**src/rtl/param_updown_counter.sv**
```systemverilog
// param_updown_counter: parametrised up/down modulo counter with parallel load,
// cascade terminal count, optional saturation and sticky overflow flag.
module param_updown_counter #(
   parameter int              WIDTH    = 4,
   parameter longint unsigned MODULUS  = 64'd1 << WIDTH,
   parameter bit              SATURATE = 1'b0,
   parameter bit              CHECK_EN = 1'b1
) (
   input  logic             clk,
   input  logic             MR,
   input  logic             Enable,
   input  logic             Load,
   input  logic             Up,
   input  logic [WIDTH-1:0] P,
   output logic [WIDTH-1:0] Q,
   output logic             TC,
   output logic             LoadErr,
   output logic             Ovf
);
   localparam logic [WIDTH:0]   MOD = (WIDTH+1)'(MODULUS);
   localparam logic [WIDTH-1:0] MAX = WIDTH'(MODULUS - 1);

   logic             at_end;
   logic             load_bad;
   logic [WIDTH:0]   q_ext;
   logic [WIDTH:0]   step;
   logic [WIDTH-1:0] q_nxt;

   assign at_end   = Up ? Q == MAX : Q == '0;
   assign TC       = Enable & ~Load & at_end;
   assign load_bad = {1'b0, P} >= MOD;
   assign q_ext    = {1'b0, Q};
   assign step     = Up ? q_ext + 1'b1 : q_ext - 1'b1;

   // At a range end the step result is discarded: wrap to the far end or hold.
   always_comb
      q_nxt = at_end ? (SATURATE ? Q : (Up ? '0 : MAX)) : WIDTH'(step);

   always_ff @(posedge clk)
      if (!MR) begin
         Q       <= '0;
         LoadErr <= 1'b0;
         Ovf     <= 1'b0;
      end else begin
         LoadErr <= Load & load_bad;
         if (Load)
            Q <= load_bad ? MAX : P;
         else if (Enable) begin
            Q <= q_nxt;
            if (at_end) Ovf <= 1'b1;
         end
      end

`ifndef SYNTHESIS
   if (MODULUS < 2 || MODULUS > (64'd1 << WIDTH)) begin : g_bad_mod
      $fatal(1, "param_updown_counter: MODULUS out of range");
   end

   if (CHECK_EN) begin : g_chk
      logic mr_d;
      always_ff @(posedge clk) mr_d <= MR;
      always @(posedge clk) begin
         if (MR) begin
            assert (q_ext < MOD) else $error("Q out of range");
            assert (!$isunknown({Enable, Load, Up})) else $error("unknown control input");
         end
         if (!mr_d) assert (Q == '0) else $fatal(1, "reset not synchronous");
      end
   end
`endif
endmodule

```
**config.mk**
```make
export PLATFORM = sky130hd
export DESIGN_NAME = param_updown_counter
export DESIGN_NICKNAME = d
export VERILOG_FILES = /design/src/rtl/param_updown_counter.sv
export SDC_FILE = /design/constraint.sdc
export NUM_CORES = 1
export LEC_CHECK = 0
export CAP_MARGIN = 20
export CORE_AREA = 2 2 39 41
export CTS_CLUSTER_DIAMETER = 80
export DETAILED_ROUTE_END_ITERATION = 10
export DIE_AREA = 0 0 41 43
export HOLD_SLACK_MARGIN = 0.02
export RECOVER_POWER = 25
export SLEW_MARGIN = 20
export SYNTH_ARGS = -nofsm -noshare
export SYNTH_HDL_FRONTEND = slang
export SYNTH_SLANG_ARGS = --single-unit
```
**constraint.sdc**
```tcl
create_clock -name clk -period 1.5 [get_ports clk]
set_clock_uncertainty 0.05 [all_clocks]
set_input_delay 0.3 -clock clk [delete_from_list [all_inputs] [get_ports clk]]
set_output_delay 0.3 -clock clk [all_outputs]
set_load 0.05 [all_outputs]
```
### Word-level counts from Yosys, hierarchy flattened

Cells that the tools add are included.

* register bits after elaboration: 5
* input port bits: 9
* output and inout port bits: 7
* logic and storage cells: 17

* add/sub/neg operators: 2
* equal/unequal tests: 1
* multiplexer cells: 6
* bitwise logic cells: 3
* reductions and logical operators: 3

Operators with widths (number)
* $mux W4: 5
* $add A4 B1 Y4 const B: 1
* $eq A4 B4 Y1 const B: 1
* $logic_not A4 Y1: 1
* $sub A4 B1 Y4 const B: 1
* $reduce_and A3 Y1: 1
* $and A1 B1 Y1: 2
* $reduce_bool A2 Y1: 1
* $mux W1: 1
* $not A1 Y1: 1

### Longest topological paths before layout

* depth in word-level cells: 5
* depth in mapped cells: 6
* depth with buffers taken out: 6

### Worst setup path before layout

No wires, ideal clock.

* path type: reg2out
* start: register Q[1]
* end: output TC
* data arrival time: 1.616 ns
* data required time: 1.150 ns
* slack: -0.466 ns
* cell stages (with the launch flop): 4
* path buffers: 0
* cells stage by stage: dfxtp_1 -> and3_1 -> nand3_2 -> a21oi_2

* cells in the longest elaborated chain, start to end: 3
* elaborated cells between the ends (all ways): 4
* those cells by class: eq/ne: 1; mux: 1; bitwise: 1; reduce/logical: 1

RTL lines
* start, declared: line 15 `output logic [WIDTH-1:0] Q,`
* start signal, assigned: line 47 `Q <= load_bad ? MAX : P;`
* start signal, assigned: line 49 `Q <= q_nxt;`
* $eq A4 B4 Y1 / $logic_not A4 Y1 (equally long branches): line 29 `assign at_end = Up ? Q == MAX : Q == '0;`
* $mux W1 *: line 29
* $and A1 B1 Y1 *: line 30 `assign TC = Enable & ~Load & at_end;`
* end, declared: line 16 `output logic TC,`

Every way passes the cells marked *; elsewhere a longest branch is shown, timed or not.

### Final worst setup path

* start: input Up
* end: output TC

* cells in the longest elaborated chain, start to end: 2

RTL lines
* start, declared: line 13 `input logic Up,`
* $mux W1: line 29
* $and A1 B1 Y1: line 30

Every way passes these cells.

==> qor.txt <==
Crit Path Class -> in2out
height of the die -> 43 um
fin util -> 0.561
Worst Hold Slack -> 0.417 ns
Mapped Area -> 363 um2
vias in the first global route -> 399
relative slew slack -> 0.662
Max Cap Viol -> 0
post-synth top area share -> 0.276
cells after synthesis -> 41
Tmin final -> 1.56 ns
Net Sw Power -> 0.000226 W
worst skew pair latency -> 0.24 ns
DR vias/cell -> 4.85
drt first pass iters -> 4
multi-input logic area -> 305 um2
final hold violations -> 0
Core Footprint -> 1380 um2
CP arrival -> 1.21 ns
clk buf depth -> 2
commonest cells in the netlist -> dfxtp_1, nand2_1, or2b_1
Mapped Nets -> 53
Post-synth ARST share -> 0
EDFF count, synth -> 0
area leader, netlist -> dfxtp_1
Yosys cell types -> 23
TritonCTS Buffers -> 3
clk slew on worst S/H paths -> 0.05 ns
gpl congestion -> 0.722
failing checks -> negative setup slack
Initial Utilization -> 0.262
port bufs -> 14
PnR worst setup slack -> -0.0607 ns
# setup viols final -> 1
DRC Markers -> 0
DR iter-0 viols -> 15
GRT Overall Usage -> 0.138
Post-Syn Area per Cell -> 8.85 um2
CTS tree -> done
Die Wd -> 41 um
unrepaired setup endpoints after global routing -> yes
pin count of the biggest net entering global routing -> 7
Ports -> 16
Hold Path Class -> reg2reg
Fill cells -> 117
# clock sinks -> 5
ratio of final minimum period to clock period -> 1.04
n_diodes -> 0
HPWL after DPL -> 742 um
Clk pwr share -> 0.251
Total Power -> 0.000633 W
die area -> 1760 um2
Site Rows -> 14
fin. max-slew vios -> 0
f_max -> 641 MHz
H-tree depth -> 1
sw frac -> 0.357
CP required -> 1.15 ns
area delta synth->final -> 114%
largest cells by area after synthesis -> dfxtp_1, or2b_1, o311ai_0
Flop pwr share -> 0.276
part of the power in combinational logic -> 0.473
routed length per instance -> 12.6 um
setup tns final -> -0.0607 ns
P_leak -> 0.347 nW
share of layout cells above drive strength 1 -> 0.479
Setup crit end kind -> output port
CP Launch Type -> input port
Power Internal -> 0.000407 W
Power Density -> 816 nW/um2
CP max FO -> 3
Syn. warnings -> 0
status -> finished, violations left
maximum vdd drop -> 0.389 mV
Antenna Violating Nets Remaining -> 0
Seq cells post-synth -> 5
count leader, synth -> dfxtp_1
CTS Hold Bufs -> 0
Storage cell area -> 115 um2
Vias -> 432
first-pass GRT wire length -> 1660 um
Final nets -> 86
worst-margin pin slew -> 0.506 ns
final wirelength -> 1120 um
pre-CTS setup slack -> -0.372 ns
CTS root buf -> clkbuf_4
sequential cell area fraction in the yosys report -> 0.276
Synth Flop Type -> dfxtp_1
initial antenna violation count -> 0
grt total ovfl -> 0
==> metrics by stage <==
stage	area [um2]	instances
2_1_floorplan	383	41
3_3_place_gp	656	78
3_5_place_dp	656	78
4_1_cts	754	89
5_1_grt	776	89
6_report	776	89
==> layer usage <==
layer	vias to the layer above	wire, um	part of all wire	track usage
met1	205	493	0.44	0.188
met5	-	0	0	0
li1	208	-	-	-
met4	0	19	0.017	0.0600
met2	17	518	0.46	0.200
met3	2	91	0.081	0.0314
==> worst paths after layout <==
check	from	to	slack [ns]	cells past startpoint
min reg2reg	Ovf	Ovf	0.42	1
max reg2reg	Q[2]	Q[3]	0.10	5
min	Ovf	Ovf	0.42	1
max	Up	TC	-0.06	6
==> final cells by class <==
class                   instances  area share
multi-input cells              34       0.394
repair buffers                 29       0.394
inverters                       1     0.00484
clock buffers                   4      0.0339
well taps                      16      0.0258
flip-flops and latches          5       0.148
==> cells in the final DEF, fill, tap and decap left out, types with 2 or more instances in the layout <==
master,count
buf_4,12
nand2_1,3
xor2_1,2
dlygate4sd2_1,3
clkbuf_4,3
a21oi_1,3
clkbuf_1,2
or2b_1,4
xnor2_1,2
buf_12,5
o311ai_0,3
dfxtp_4,4
buf_6,2
clkdlybuf4s50_1,5
==> power by group through the flow <==
stage | clock network, W | registers [W] | logic [W]
2_1_floorplan | 0 | 0.000217 | 0.0000862
3_3_place_gp | 0 | 0.000182 | 0.000241
3_5_place_dp | 0 | 0.000182 | 0.000241
4_1_cts | 0.000164 | 0.000169 | 0.000286
5_1_grt | 0.000172 | 0.000176 | 0.000321
6_report | 0.000159 | 0.000175 | 0.000299
==> critical path: stages <==
cell           delay, ns
dlygate4sd2_1       0.26
buf_6               0.14
nor2_4              0.09
nand2_2             0.08
a21oi_4             0.19
buf_12              0.15
==> state kept, by name, indices dropped and copies added, names as in the netlist <==
| register | cells |
|---|---|
| Q | 4 |
| Ovf | 1 |
==> what timing repair did <==
action | in CTS | in global routing
buffers inserted | 7 | 0
pin swaps | 5 | 6
setup endpoints to repair | 3 | 2
resized for setup | 8 | 7
==> logic make-up after synthesis <==
family / after synthesis / synth area share
flops: 5 / 0.276
buf+inv: 2 / 0.0310
fa+ha+maj: 3 / 0.124
compound gates: 12 / 0.235
xor+xnor: 4 / 0.0966
other cells: 1 / 0.0103
simple gates: 14 / 0.228
(Power assumes the default switching activity.)
